--- config.mk ---
export PLATFORM = sky130hd
export DESIGN_NAME = ctrl_pipeline
export DESIGN_NICKNAME = d
export VERILOG_FILES = /design/src/rtl/rv32i_pkg.sv /design/src/rtl/hazard_unit.sv /design/src/rtl/ctrl_pipeline.sv
export SDC_FILE = /design/constraint.sdc
export NUM_CORES = 1
export LEC_CHECK = 0
export BUFFER_PORTS_ARGS = -buffer_cell sky130_fd_sc_hd__clkbuf_2
export CORE_MARGIN = 4
export CORE_UTILIZATION = 50
export DETAILED_ROUTE_END_ITERATION = 7
export PLACE_DENSITY = 0.81
export RECOVER_POWER = 25
export SETUP_SLACK_MARGIN = 0.05
export SYNTH_ARGS = -nofsm -noshare
export SYNTH_HDL_FRONTEND = slang
export SYNTH_HIERARCHICAL = 1
export SYNTH_SLANG_ARGS = --single-unit
--- constraint.sdc ---
create_clock -name clk -period 2.6 [get_ports clk]
set_input_delay 0.13 -clock clk [delete_from_list [all_inputs] [get_ports clk]]
set_output_delay 0.13 -clock clk [all_outputs]
set_load 0.05 [all_outputs]
--- src/rtl/rv32i_pkg.sv ---
// ---------------------------------------------------------------------------
// rv32i_pkg
// Shared encodings and stage-bundle types for the RV32I control pipeline.
//   RESULT_ALU / RESULT_MEM : result-source select (resultSrc)
//   fwd_sel_e               : forwarding select for the EX-stage operands
//   ex_ctrl_t / mem_ctrl_t / wb_ctrl_t : control bundles held in the
//                             ID/EX, EX/MEM and MEM/WB registers. Each stage
//                             keeps only the fields it or a later stage uses.
// Optional feature macro used by the importing modules: FORWARD_EN.
// ---------------------------------------------------------------------------
package rv32i_pkg;

  localparam int REG_ADDR_WIDTH = 5;
  localparam int ALU_CTRL_WIDTH = 3;

  localparam logic RESULT_ALU = 1'b0;
  localparam logic RESULT_MEM = 1'b1;

  typedef enum logic [1:0] {
    FWD_NONE = 2'b00,
    FWD_WB   = 2'b01,
    FWD_MEM  = 2'b10
  } fwd_sel_e;

  typedef struct packed {
    logic                      reg_write;
    logic                      mem_write;
    logic                      result_src;
    logic                      branch;
    logic                      alu_src;
    logic [ALU_CTRL_WIDTH-1:0] alu_control;
    logic [REG_ADDR_WIDTH-1:0] rd;
  } ex_ctrl_t;

  typedef struct packed {
    logic                      reg_write;
    logic                      mem_write;
    logic                      result_src;
    logic [REG_ADDR_WIDTH-1:0] rd;
  } mem_ctrl_t;

  typedef struct packed {
    logic                      reg_write;
    logic                      result_src;
    logic [REG_ADDR_WIDTH-1:0] rd;
  } wb_ctrl_t;

endpackage

--- src/rtl/hazard_unit.sv ---
// ---------------------------------------------------------------------------
// hazard_unit
// Purely combinational branch resolution, RAW-hazard stall, flush and
// (optionally) operand-forwarding select.
// Ports:
//   rs1D, rs2D            source registers of the instruction in D
//   branchE, zeroE        branch control and ALU zero flag of the E instruction
//   regWriteE, rdE        destination of the E instruction
//   regWriteM, rdM        destination of the M instruction
//   resultSrcE            E instruction is a load          (FORWARD_EN only)
//   rs1E, rs2E            sources of the E instruction     (FORWARD_EN only)
//   regWriteW, rdW        destination of the W instruction (FORWARD_EN only)
//   forwardAE, forwardBE  forwarding selects, fwd_sel_e    (FORWARD_EN only)
//   pcSrcE                take the branch target
//   stallF, stallD        hold PC / IF/ID
//   flushD, flushE        clear IF/ID / load a bubble into ID/EX
// Macro FORWARD_EN: forwarding from M/W; only load-use stalls. Without it,
// any dependence on an E or M producer stalls.
// ---------------------------------------------------------------------------
module hazard_unit
  import rv32i_pkg::*;
#(
  parameter int REG_ADDR_W = REG_ADDR_WIDTH
) (
  input  logic [REG_ADDR_W-1:0] rs1D,
  input  logic [REG_ADDR_W-1:0] rs2D,
  input  logic                  branchE,
  input  logic                  zeroE,
  input  logic                  regWriteE,
  input  logic [REG_ADDR_W-1:0] rdE,
  input  logic                  regWriteM,
  input  logic [REG_ADDR_W-1:0] rdM,
`ifdef FORWARD_EN
  input  logic                  resultSrcE,
  input  logic [REG_ADDR_W-1:0] rs1E,
  input  logic [REG_ADDR_W-1:0] rs2E,
  input  logic                  regWriteW,
  input  logic [REG_ADDR_W-1:0] rdW,
  output logic [1:0]            forwardAE,
  output logic [1:0]            forwardBE,
`endif
  output logic                  pcSrcE,
  output logic                  stallF,
  output logic                  stallD,
  output logic                  flushD,
  output logic                  flushE
);

  // x0 is hard-wired to zero, so a write to it never creates a dependence.
  function automatic logic writes_src(input logic                  wr,
                                      input logic [REG_ADDR_W-1:0] rd,
                                      input logic [REG_ADDR_W-1:0] a,
                                      input logic [REG_ADDR_W-1:0] b);
    return wr && (rd != '0) && ((rd == a) || (rd == b));
  endfunction

  logic raw_stall;

`ifdef FORWARD_EN
  // M holds the younger result, so it takes priority over W.
  function automatic fwd_sel_e fwd_sel(input logic [REG_ADDR_W-1:0] rs);
    if (regWriteM && (rdM != '0) && (rdM == rs)) return FWD_MEM;
    if (regWriteW && (rdW != '0) && (rdW == rs)) return FWD_WB;
    return FWD_NONE;
  endfunction

  assign forwardAE = fwd_sel(rs1E);
  assign forwardBE = fwd_sel(rs2E);

  // A load's data is not available until after M, so only load-use stalls.
  assign raw_stall = (resultSrcE == RESULT_MEM) &&
                     writes_src(regWriteE, rdE, rs1D, rs2D);
`else
  // No bypass paths: wait until the producer has reached W (write-first RF).
  assign raw_stall = writes_src(regWriteE, rdE, rs1D, rs2D) ||
                     writes_src(regWriteM, rdM, rs1D, rs2D);
`endif

  // A taken branch kills the D instruction, so stalling it would be pointless.
  assign pcSrcE = branchE & zeroE;
  assign stallF = raw_stall & ~pcSrcE;
  assign stallD = raw_stall & ~pcSrcE;
  assign flushD = pcSrcE;
  assign flushE = raw_stall | pcSrcE;

endmodule

--- src/rtl/ctrl_pipeline.sv ---
// ---------------------------------------------------------------------------
// ctrl_pipeline
// Carries decoded controls and register addresses through ID/EX, EX/MEM and
// MEM/WB; resolves branches in E and drives IF/ID stall/flush via hazard_unit.
// Ports:
//   clk, rst                       clock, asynchronous active-high reset
//   regWriteD..aluControlD         decode-stage controls
//   rs1D, rs2D, rdD                register addresses of the D instruction
//   zeroE                          ALU zero flag of the E instruction
//   aluSrcE, aluControlE           EX-stage controls
//   memWriteM                      MEM-stage write enable
//   regWriteW, resultSrcW, rdW     WB-stage controls
//   pcSrcE, stallF, stallD, flushD branch redirect and IF/ID control
//   forwardAE, forwardBE           forwarding selects (FORWARD_EN only)
// Macro FORWARD_EN enables the forwarding outputs and load-use-only stalls.
// ---------------------------------------------------------------------------
module ctrl_pipeline
  import rv32i_pkg::*;
#(
  parameter int REG_ADDR_W = REG_ADDR_WIDTH,
  parameter int ALU_CTRL_W = ALU_CTRL_WIDTH
) (
  input  logic                  clk,
  input  logic                  rst,
  input  logic                  regWriteD,
  input  logic                  memWriteD,
  input  logic                  resultSrcD,
  input  logic                  branchD,
  input  logic                  aluSrcD,
  input  logic [ALU_CTRL_W-1:0] aluControlD,
  input  logic [REG_ADDR_W-1:0] rs1D,
  input  logic [REG_ADDR_W-1:0] rs2D,
  input  logic [REG_ADDR_W-1:0] rdD,
  input  logic                  zeroE,
  output logic                  aluSrcE,
  output logic [ALU_CTRL_W-1:0] aluControlE,
  output logic                  memWriteM,
  output logic                  regWriteW,
  output logic                  resultSrcW,
  output logic [REG_ADDR_W-1:0] rdW,
  output logic                  pcSrcE,
`ifdef FORWARD_EN
  output logic [1:0]            forwardAE,
  output logic [1:0]            forwardBE,
`endif
  output logic                  stallF,
  output logic                  stallD,
  output logic                  flushD
);

  ex_ctrl_t  ex_d, ex_q;
  mem_ctrl_t mem_q;
  wb_ctrl_t  wb_q;
  logic      flush_e;

  // NOTE: every field gets a default first, so no path through this block
  // leaves a signal unassigned and no latch is inferred.
  always_comb begin
    ex_d = '0;
    if (!flush_e) begin
      ex_d.reg_write   = regWriteD;
      ex_d.mem_write   = memWriteD;
      ex_d.result_src  = resultSrcD;
      ex_d.branch      = branchD;
      ex_d.alu_src     = aluSrcD;
      ex_d.alu_control = aluControlD;
      ex_d.rd          = rdD;
    end
  end

  // NOTE: non-blocking assignments let every stage sample the previous
  // stage's old value on the same edge, which is what makes this a pipeline.
  always_ff @(posedge clk or posedge rst) begin
    if (rst) begin
      ex_q  <= '0;
      mem_q <= '0;
      wb_q  <= '0;
    end else begin
      ex_q             <= ex_d;
      mem_q.reg_write  <= ex_q.reg_write;
      mem_q.mem_write  <= ex_q.mem_write;
      mem_q.result_src <= ex_q.result_src;
      mem_q.rd         <= ex_q.rd;
      wb_q.reg_write   <= mem_q.reg_write;
      wb_q.result_src  <= mem_q.result_src;
      wb_q.rd          <= mem_q.rd;
    end
  end

`ifdef FORWARD_EN
  // Source addresses are only needed in E when bypass muxes exist.
  logic [REG_ADDR_W-1:0] rs1_e_q, rs2_e_q;

  always_ff @(posedge clk or posedge rst) begin
    if (rst) begin
      rs1_e_q <= '0;
      rs2_e_q <= '0;
    end else if (flush_e) begin
      rs1_e_q <= '0;
      rs2_e_q <= '0;
    end else begin
      rs1_e_q <= rs1D;
      rs2_e_q <= rs2D;
    end
  end
`endif

  hazard_unit #(.REG_ADDR_W(REG_ADDR_W)) u_hazard (
    .rs1D      (rs1D),
    .rs2D      (rs2D),
    .branchE   (ex_q.branch),
    .zeroE     (zeroE),
    .regWriteE (ex_q.reg_write),
    .rdE       (ex_q.rd),
    .regWriteM (mem_q.reg_write),
    .rdM       (mem_q.rd),
`ifdef FORWARD_EN
    .resultSrcE(ex_q.result_src),
    .rs1E      (rs1_e_q),
    .rs2E      (rs2_e_q),
    .regWriteW (wb_q.reg_write),
    .rdW       (wb_q.rd),
    .forwardAE (forwardAE),
    .forwardBE (forwardBE),
`endif
    .pcSrcE    (pcSrcE),
    .stallF    (stallF),
    .stallD    (stallD),
    .flushD    (flushD),
    .flushE    (flush_e)
  );

  assign aluSrcE     = ex_q.alu_src;
  assign aluControlE = ex_q.alu_control;
  assign memWriteM   = mem_q.mem_write;
  assign regWriteW   = wb_q.reg_write;
  assign resultSrcW  = wb_q.result_src;
  assign rdW         = wb_q.rd;

endmodule

Yosys cells after proc, flatten, opt, wreduce, memory -nomap -nowiden

Cells that the tools add are included.

Register bits after elaboration: 28
Output and inout port bits: 16
Logic and storage cells: 32

Equal/unequal tests: 4
Multiplexer cells: 1
Bitwise gates (word level): 4
Reduce and logical (&&, ||, !) cells: 9

Operators with widths:

| cell               | number |
|---|---|
| 5-bit == test      | 4 |
| 13-bit two-way mux | 1 |
| 5-bit nonzero test | 2 |
| 1-bit logical AND  | 4 |
| 1-bit logical OR   | 3 |
| 1-bit AND          | 2 |
| 1-bit NOT          | 1 |
| 1-bit bitwise OR   | 1 |

Depth between registers and ports, before layout

Gate-level depths: netlist (run 1).

Depth after elaboration: 6
Mapped depth: 7
Depth with buffers taken out: 6

Cells and area by module

Netlist (run 1), hierarchy kept.

By module, submodules not included:

| module        | times used | cells each | area an instance (um2) | sequential area each (um2) |
|---|---|---|---|---|
| ctrl_pipeline | 1          | 46         | 862.1                  | 700.7 |
| hazard_unit   | 1          | 40         | 295.3                  | 0.0 |

Worst setup path after synthesis (run 1)

OpenSTA, ideal clock, no wires.

Kind: register to output
Start point: reg ex_q[3] in the netlist's numbering
End point: out stallF
Data arrival time: 2,099 ps
Data required time: 2,470 ps
Slack: 371 ps
Stages on the path, launching flop included: 7
Path buffers: 1
Path through: dfrtp_1 -> xor2_1 -> nor3_1 -> a22oi_1 -> o22ai_1 -> nor2b_1 -> buf_4

Cells in the longest elaborated chain, start to end: 5
Elaborated cells on any way between the ends: 8
Classes of those cells: 2 x eq/ne; 1 x bitwise; 5 x reduce/logical

Ends and longest elaborated chain:

| element                                                      | line                | text |
|---|---|---|
| from (decl)                                                  | ctrl_pipeline.sv:51 | `ex_ctrl_t ex_d, ex_q;` |
| from (signal assigned)                                       | ctrl_pipeline.sv:75 | `ex_q <= '0;` |
| from (signal assigned)                                       | ctrl_pipeline.sv:79 | `ex_q <= ex_d;` |
| 5-bit == test / 5-bit nonzero test (equally long branches)   | hazard_unit.sv:54   | `return wr && (rd != '0) && ((rd == a) \|\| (rd == b));` |
| 1-bit logical OR / 1-bit logical AND (equally long branches) | hazard_unit.sv:54   |  |
| 1-bit logical AND (*)                                        | hazard_unit.sv:54   |  |
| 1-bit logical OR (*)                                         | hazard_unit.sv:75   | `assign raw_stall = writes_src(regWriteE, rdE, rs1D, rs2D) \|\|` |
| 1-bit AND (*)                                                | n/a                 |  |
| to (decl)                                                    | ctrl_pipeline.sv:46 | `output logic stallF,` |

Every way passes the cells marked *; elsewhere a longest branch is shown, timed or not.

Worst setup path in the final report (run 1)

Start point: reg ex_q[2] in the netlist's numbering
End point: out stallF

Cells in the longest elaborated chain, start to end: 5
Elaborated cells on any way between the ends: 8
Classes of those cells: 2 x eq/ne; 1 x bitwise; 5 x reduce/logical

Ends and longest elaborated chain:

| element                                                      | line              | text |
|---|---|---|
| 5-bit == test / 5-bit nonzero test (equally long branches)   | hazard_unit.sv:54 |  |
| 1-bit logical OR / 1-bit logical AND (equally long branches) | hazard_unit.sv:54 |  |
| 1-bit logical AND (*)                                        | hazard_unit.sv:54 |  |
| 1-bit logical OR (*)                                         | hazard_unit.sv:75 |  |
| 1-bit AND (*)                                                | hazard_unit.sv:81 | `assign stallF = raw_stall & ~pcSrcE;` |

Marks and branches as above.

==> impl_metrics.tcl, run 1 <==
set metrics [dict create \
    drt-initial-drc-count 19 \
    synth_commonest_cells "dfrtp_1 (28), xor2_1 (20), nor2b_2 (8), buf_4 (5)" \
    hold_class "primary input to async pin" \
    antenna_found_initial 0 \
    hold_slack_ps -11.6 \
    grt_pass1_wl_mm 3.44 \
    cts_buffers 3 \
    area_delta_synth_final_pct 23.7 \
    cp-end-kind "output port" \
    power_density_nw_per_um2 712 \
    fp.dieH_um 56.1 \
    synth-edff-count 0 \
    synth_cells 86 \
    finalClockSkew_ps 12.5 \
    clkLatencyLatePin_ps 320 \
    violations "negative hold slack" \
    comb_power_share 0.230 \
    ir_drop_uv 450 \
    critPathCapture "stallF" \
    r2r_end "ex_q[0]$_DFF_PP0_" \
    critPathLaunch "ex_q[2]$_DFF_PP0_" \
    fin_util 0.647 \
    synth_ff_type "dfrtp_1" \
    synth_area_leader_cell "dfrtp_1" \
    antenna_left 0 \
    finalPower_mw 1.02 \
    nets 155 \
    mappedNetlistArea_sq_um 1160 \
    stdcell_area_sq_um 1430 \
    internal_power_mw 0.715 \
    slew_violations 0 \
    drt-total-wl_mm 2.01 \
    status "complete, but fails checks" \
    grt.overflow.total 0 \
    clockBufferDepth 2 \
    synth_area_leaders "dfrtp_1 (61%), xor2_1 (15%), nor2b_2 (6.1%)" \
    swShare 0.298 \
    syn_nets 112 \
    clock.fmax_mhz 467 \
    synth_top_cell_area_share 0.605 \
    p_seq_frac 0.502 \
    synth.most_common_cell "dfrtp_1" \
    synthArstFlopShare 1.00 \
    pwr-share-clk 0.268 \
    placementRows 17 \
    p_sw_mw 0.304 \
    post-route-period-util 0.823 \
    cts-htree-levels 1 \
    grt_start_max_net_pins 29 \
    setup_viol 0 \
    drive_gt1_frac 0.461 \
    crit_path_start_kind "flop" \
    r2r_start "ex_q[2]$_DFF_PP0_" \
    ys_types 18 \
    layout_min_cycle_time_ps 2140 \
    dr.pass1.iters 4 \
    cp.arrival_ps 2010 \
    slew-limit-headroom 0.346 \
    cts_tree "done" \
    dieArea_sq_um 3150 \
    required_ps 2470 \
    vias 741 \
    die_w_um 56.1 \
    crit_fanout 4 \
    yosys_warnings 6 \
    wire_per_inst_um 12.9 \
    place.gp.congestion 0.828 \
    start_util 0.523 \
    avgViaCountPerCell 4.75 \
    yosys_register_bits 28 \
    core_sq_um 2210 \
    dpl-instance-area_sq_um 1350 \
    drc 0 \
    dp_hpwl_mm 1.56 \
    io_pins 42 \
    cts_root_buf "clkbuf_4" \
    rsz0062_at_grt "false" \
    insertedDiodeCount 0 \
    reg2reg_depth 6 \
    grt_pass1_vias 793 \
    ys_seq_area_frac 0.605 \
    tightest_slew_ps 980 \
    setup_tns_ps 0 \
    cts.sinks 28 \
    hold_violations 16 \
    clk_pin_slew_ps 140 \
    ff2ff_setup_slack_ps 470 \
    io_buffer_count 41 \
    worstSetupPathType "flop to output port" \
    max_cap_violations 0 \
    cts_resized 0 \
    p_leak_nw 0.742 \
    grtUsageTotal 0.140 \
    synth_area_per_cell_sq_um 13.5 \
]
metal layers:
layer  routed length [um]  global-route usage  up-vias
li1                     -                   -      354
met5                    0                   0        -
met4                   31              0.0610        0
met1                  852               0.176      348
met2                  943               0.224       35
met3                  182              0.0394        4
worst min-delay path by stage:
stage / startpoint / to / slack (ps) / depth (start not counted)
after CTS: aluControlD[0] / aluControlE[0]$_DFF_PP0_ / 2 / 2
after detailed placement: ex_q[11]$_DFF_PP0_ / memWriteM$_DFF_PP0_ / 340 / 0
after global routing: regWriteD / ex_q[12]$_DFF_PP0_ / 10 / 2
after global placement: mem_q[5]$_DFF_PP0_ / resultSrcW$_DFF_PP0_ / 330 / 0
final: rst / mem_q[5]$_DFF_PP0_ / -10 / 2
after floorplan: rst / aluControlE[0]$_DFF_PP0_ / 200 / 1
per-stage QoR:
step | cells | setup WS (ps)
floorplan | 86 | 371
global placement | 149 | 536
detailed placement | 149 | 478
CTS | 154 | 438
global route | 156 | 297
finish | 156 | 460
flip-flops by register name, indices dropped and copies added (netlist names):
signal	flops
aluSrcE	1
rdW	5
memWriteM	1
resultSrcW	1
regWriteW	1
mem_q	7
aluControlE	3
ex_q	9
cell type report:
cell class	instances	area, sq um
sequential	28	701
multi-input combinational	51	404
timing repair buffer	44	235
tap	28	35.0
clock inverter	1	30.0
fill	178	781
inverter	1	3.75
clock buffer	3	22.5
logic make-up (layout without fill, tap and decap cells):
logic type / count (synthesis) / count (layout) / synth area share
flops: 28 / 28 / 0.605
compound gates: 5 / 5 / 0.0314
xor+xnor: 20 / 20 / 0.151
simple gates: 26 / 26 / 0.166
buf+inv: 7 / 49 / 0.0454
what timing repair did:
| action | in CTS | in global routing |
|---|---|---|
| endpoints found under the hold margin | 1 | 2 |
| setup buffers | 0 | 0 |
| hold buffers | 1 | 2 |
cells in the final DEF, fill, tap and decap left out, types with 2 or more instances in the layout:
master / n
and2b_2: 3
clkbuf_2: 41
clkbuf_4: 3
dfrtp_1: 28
dlygate4sd3_1: 3
nor2_1: 4
nor2b_2: 8
nor2b_4: 2
nor3_1: 4
o21ai_1: 2
or4_1: 2
xor2_1: 20
power groups by stage:
stage	clock (mW)	sequential, mW	combinational (mW)
global route	0.299	0.518	0.256
CTS	0.282	0.512	0.236
floorplan	0	0.566	0.134
finish	0.273	0.511	0.235
detailed placement	0	0.521	0.234
global placement	0	0.519	0.230
worst max-delay path: stages (launching register included):
cell      delay (ps)
dfrtp_1          460
xor2_1           180
nor3_1           220
a22oi_1          100
o22ai_1          220
nor2b_1          200
clkbuf_2         300
Note: power is estimated with default switching activity, not from simulation.
==> run 2: changes to the inputs <==
- ABC_AREA: unset -> 1
- CORE_UTILIZATION: 50 -> 49
- PLACE_DENSITY: 0.81 -> 0.78
- clock period: 2.6 -> 2.06 ns (I/O delays scaled with it)
==> run 2 against run 1 <==
Compared with the run above: the flow now finishes without violations; count of clock-buffer cells in the layout did not move; global-route usage is 3.1 points higher; sequential power is 27% higher; first-iteration DRC count is 16% lower; cell count increased by 53%; worst hold slack better by 380 ps; largest cell class unchanged.
==> impl_metrics.tcl, run 2 <==
set metrics [dict create \
    synth.most_common_cell "nand2_1" \
    hold_class "primary input to flop" \
    status "completed" \
    setup_slack_ps 211 \
    ys_types 16 \
    synth_top_cell_area_share 0.557 \
    area_delta_synth_final_pct 31.0 \
    antenna_left 0 \
    cp.arrival_ps 1750 \
    rsz0062_at_grt "false" \
    cp-end-kind "output port" \
    post_cts.repair.setup_buffers 0 \
    tightest_slew_ps 1460 \
    yosys_register_bits 28 \
    synth-edff-count 0 \
    dpl-instance-area_sq_um 1460 \
    cts_root_buf "clkbuf_4" \
    grt.overflow.total 0 \
    die_w_um 58.7 \
    slew_violations 0 \
    met2_usage 0.316 \
    drt-total-wl_mm 2.67 \
    start_util 0.512 \
    r2r_end "aluControlE[2]$_DFF_PP0_" \
    insertedDiodeCount 0 \
    hold_violations 0 \
    placementRows 18 \
    synth_ff_type "dfrtp_1" \
    vias 1062 \
    crit_fanout 4 \
    synth_area_leaders "dfrtp_1 (56%), nand2_1 (13%), inv_1 (8.4%)" \
    dr.pass1.iters 4 \
    finalClockSkew_ps 8.77 \
    post-place-ws_ps 511 \
    holdPathEnd "ex_q[10]$_DFF_PP0_" \
    synth_commonest_cells "nand2_1 (44), dfrtp_1 (28), inv_1 (28), nor2_1 (22), inv_2 (8)" \
    ys_seq_area_frac 0.557 \
    reg2reg_depth 9 \
    regMostFlops "ex_q" \
    largest_reg_flops 9 \
    required_ps 1960 \
    yosys_warnings 6 \
    crit_path_start_kind "flop" \
    drive_gt1_frac 0.268 \
    antenna_found_initial 0 \
    ir_drop_uv 614 \
    cts_buffers 3 \
    mappedNetlistArea_sq_um 1260 \
    io_buffer_count 41 \
    clockBufferDepth 2 \
    synthArstFlopShare 1.00 \
    slew-limit-headroom 0.0294 \
    synth_area_leader_cell "dfrtp_1" \
    drt-initial-drc-count 16 \
    final_common_cell "nand2_1" \
    global_route.usage.met3 0.0329 \
    layout_min_cycle_time_ps 1850 \
    fp.dieH_um 58.7 \
    clk_pin_slew_ps 150 \
    wire_per_inst_um 11.2 \
    clock.fmax_mhz 541 \
    grt_start_max_net_pins 29 \
    fin_util 0.671 \
    cts.sinks 28 \
    io_pins 42 \
    synth_cells 155 \
    hold_path_depth 4 \
    setup_viol 0 \
    r2r_start "ex_q[2]$_DFF_PP0_" \
    final_cell_mix "nand2_1 (44), clkbuf_2 (39), inv_1 (28), dfrtp_1 (28), nor2_1 (22)" \
    dieArea_sq_um 3440 \
    nets 236 \
    hp-start "zeroE" \
    clkLatencyLatePin_ps 330 \
    max_cap_violations 0 \
    ff2ff_setup_slack_ps 480 \
    worstSetupPathType "flop to output port" \
    cts_tree "done" \
    grtUsageTotal 0.171 \
    post-route-period-util 0.898 \
    power_density_nw_per_um2 819 \
    place.gp.congestion 0.867 \
    busiest_layer "met2" \
    stdcell_area_sq_um 1650 \
    drc 0 \
    grt_pass1_vias 1087 \
    setup_tns_ps 0 \
    cts-htree-levels 1 \
    core_sq_um 2450 \
    grt_use_met1 0.193 \
    grt_pass1_wl_mm 4.46 \
    dp_hpwl_mm 1.92 \
    syn_nets 181 \
    p_leak_nw 1.00 \
    synth_area_per_cell_sq_um 8.11 \
    avgViaCountPerCell 4.44 \
]
==> run 2: layout make-up <==
class / instances / area, sq um
fill: 186 / 807
sequential: 28 / 701
multi-input combinational: 84 / 369
timing repair buffer: 56 / 349
inverter: 37 / 139
tap: 30 / 37.5
clock inverter: 1 / 30.0
clock buffer: 3 / 22.5
==> run 2: critical path, cell delays in order, from the launching register on <==
cell	delay, ps
dfrtp_1	450
inv_2	70
nand2_1	60
nand2_1	50
nor2_1	120
nand3_1	100
nand2_1	90
nand2_2	60
a21oi_2	150
buf_2	280
==> run 2: timing repair <==
| item | CTS | global route |
|---|---|---|
| hold buffers | 14 | 0 |
| gates resized for setup | 0 | 2 |
| endpoints found under the setup margin | 0 | 2 |
| hold endpoints to repair | 41 | 0 |
==> run 2: kinds of logic (layout without fill, tap and decap cells) <==
family / after synthesis / count (layout) / share of synthesized area
and+or+nand+nor: 75 / 75 / 0.237
buffers and inverters: 43 / 97 / 0.149
DFF: 28 / 28 / 0.557
xor gates and xnor gates: 6 / 6 / 0.0418
AOI/OAI and AO/OA: 3 / 3 / 0.0149
==> run 2: worst max path at each step <==
stage / start / endpoint / slack [ps] / depth (start not counted)
after floorplan: mem_q[1]$_DFF_PP0_ / stallF / 320 / 7
after global placement: mem_q[3]$_DFF_PP0_ / ex_q[3]$_DFF_PP0_ / 570 / 7
after detailed placement: mem_q[3]$_DFF_PP0_ / aluControlE[2]$_DFF_PP0_ / 510 / 7
after CTS: ex_q[4]$_DFF_PP0_ / stallF / 190 / 8
after global routing: ex_q[4]$_DFF_PP0_ / stallF / 60 / 9
final: ex_q[2]$_DFF_PP0_ / stallF / 210 / 9
==> run 2: routing by layer <==
layer,routed length [um],up-vias
met5,0,-
met4,41,0
met3,155,4
met2,1440,31
met1,1030,482
li1,-,545
==> run 2: where the power goes <==
part | leakage [nW] | total, mW | internal [mW] | switching (mW)
clock network | 0.0279 | 0.354 | 0.197 | 0.157
logic | 0.629 | 0.347 | 0.108 | 0.239
registers | 0.343 | 0.648 | 0.609 | 0.0391
total | 1.00 | 1.35 | 0.914 | 0.436
==> run 2: through the flow <==
stage / std cells / hold WS, ps / power [mW]
floorplan: 155 / 168 / 0.908
global placement: 221 / 159 / 0.976
CTS: 239 / 339 / 1.36
finish: 239 / 368 / 1.35
global route: 239 / 389 / 1.43
detailed placement: 221 / 166 / 0.986
==> run 3: changes to the inputs <==
- CORE_MARGIN: 4 -> unset
==> run 3 against run 2 <==
Compared with the run above: sequential share of layout area up 0.86 points; non-clock buffer count unchanged; largest cell class unchanged; register-to-register slack hardly changed.
==> impl_metrics.tcl, run 3 (synthesis gave the netlist of run 2 again) <==
set metrics [dict create \
    post_cts.repair.setup_buffers 0 \
    drt-total-wl_mm 2.40 \
    clockBufferDepth 2 \
    slew-limit-headroom 0.0575 \
    placed_cells 219 \
    layout_min_cycle_time_ps 1810 \
    insertedDiodeCount 0 \
    core_sq_um 2320 \
    dp_hpwl_mm 1.75 \
    vias 1069 \
    cts-htree-levels 1 \
    fp.dieH_um 52.7 \
    avgViaCountPerCell 4.53 \
    clk_pin_slew_ps 130 \
    setup_tns_ps 0 \
    tightest_slew_ps 1410 \
    placementRows 17 \
    dieArea_sq_um 2770 \
    dr.pass1.iters 4 \
    hold_violations 0 \
    grt_pass1_wl_mm 4.02 \
    antenna_found_initial 0 \
    fin_util 0.697 \
    max_cap_violations 0 \
    r2r_start "mem_q[3]$_DFF_PP0_" \
    drive_gt1_frac 0.264 \
    drt-initial-drc-count 12 \
    wire_per_inst_um 10.2 \
    start_util 0.542 \
    ir_drop_uv 588 \
    antenna_left 0 \
    regMostFlops "ex_q" \
    clkLatencyLatePin_ps 310 \
    slew_violations 0 \
    hp-start "ex_q[11]$_DFF_PP0_" \
    hold_slack_ps 365 \
    clock.fmax_mhz 552 \
    grt_start_max_net_pins 29 \
    cp.arrival_ps 1710 \
    grt_pass1_vias 1014 \
    finalClockSkew_ps 2.25 \
    grt.overflow.total 0 \
    cts_tree "done" \
    setup_viol 0 \
    nets 236 \
    stdcell_area_sq_um 1620 \
    final_common_cell "nand2_1" \
    cts.sinks 28 \
    place.gp.congestion 0.897 \
    drc 0 \
    stdcell_count 236 \
    hold_class "flop to flop" \
    cp-end-kind "output port" \
    crit_path_start_kind "flop" \
    final_cell_mix "nand2_1 (44), clkbuf_2 (41), inv_1 (28), dfrtp_1 (28), nor2_1 (22)" \
    io_buffer_count 41 \
    post-route-period-util 0.879 \
    required_ps 1960 \
    cts_buffers 3 \
    power_density_nw_per_um2 743 \
    grtUsageTotal 0.204 \
    io_pins 42 \
    critPathLaunch "mem_q[2]$_DFF_PP0_" \
    nFillCells 195 \
    area_delta_synth_final_pct 28.5 \
    cts_root_buf "clkbuf_4" \
    p_leak_nw 0.984 \
    rsz0062_at_grt "false" \
    worstSetupPathType "flop to output port" \
    largest_reg_flops 9 \
    crit_fanout 4 \
    dpl-instance-area_sq_um 1460 \
    die_w_um 52.7 \
    status "completed" \
]
run 3: cell count changes in the layout (fill, tap and decap cells not counted):
cell / before / now
bufinv_16: 1 / 0
clkbuf_2: 39 / 41
buf_2: 2 / 0
run 3: final timing paths:
check | endpoint | slack [ps] | depth (start not counted)
worst max-delay path | stallD | 250 | 9
worst min-delay path | memWriteM$_DFF_PP0_ | 360 | 0
worst max register to register | aluControlE[0]$_DFF_PP0_ | 470 | 7
worst min register to register | memWriteM$_DFF_PP0_ | 360 | 0
max in group asynchronous | mem_q[4]$_DFF_PP0_ | 470 | 4
min in group asynchronous | rdW[0]$_DFF_PP0_ | 780 | 4
run 3: layer usage:
layer	vias up	GRT usage	part of all wire
met2	42	0.371	0.51
met3	4	0.0435	0.078
li1	544	-	-
met4	0	0.0789	0.0088
met1	479	0.229	0.40
met5	-	0	0
run 3: area by class of cell:
type                    count  area (sq um)  share of cell area
multi-input cells          84           369               0.229
clock buffers               3          22.5              0.0139
inverters                  37           139              0.0860
repair buffers             56           349               0.216
well taps                  28          35.0              0.0217
flip-flops and latches     28           701               0.434
run 3: through the flow:
| step | setup WS, ps | power (mW) |
|---|---|---|
| 6_report | 249 | 1.20 |
| 3_3_place_gp | 572 | 0.973 |
| 3_5_place_dp | 495 | 0.982 |
| 4_1_cts | 238 | 1.21 |
| 2_1_floorplan | 322 | 0.908 |
| 5_1_grt | 66.5 | 1.28 |
run 3: where the power goes:
part,switching (mW),internal [mW]
Sequential,0.0381,0.609
Clock,0.142,0.0684
Combinational,0.236,0.108
Total,0.416,0.785
run 3: worst max-delay path, stage by stage, from the launching register on:
cell and delay (ps):
dfrtp_1 420, inv_2 60, nand2_1 60, nand2_1 40, nor2_1 120, nand3_1 90
nand2_1 70, nand2_1 80, a21oi_2 170, clkbuf_2 300
run 3: repair_timing:
action | in CTS | in global routing
setup endpoints to repair | 0 | 0
hold buffers | 14 | 0
endpoints found under the hold margin | 41 | 0
resized for setup | 0 | 0
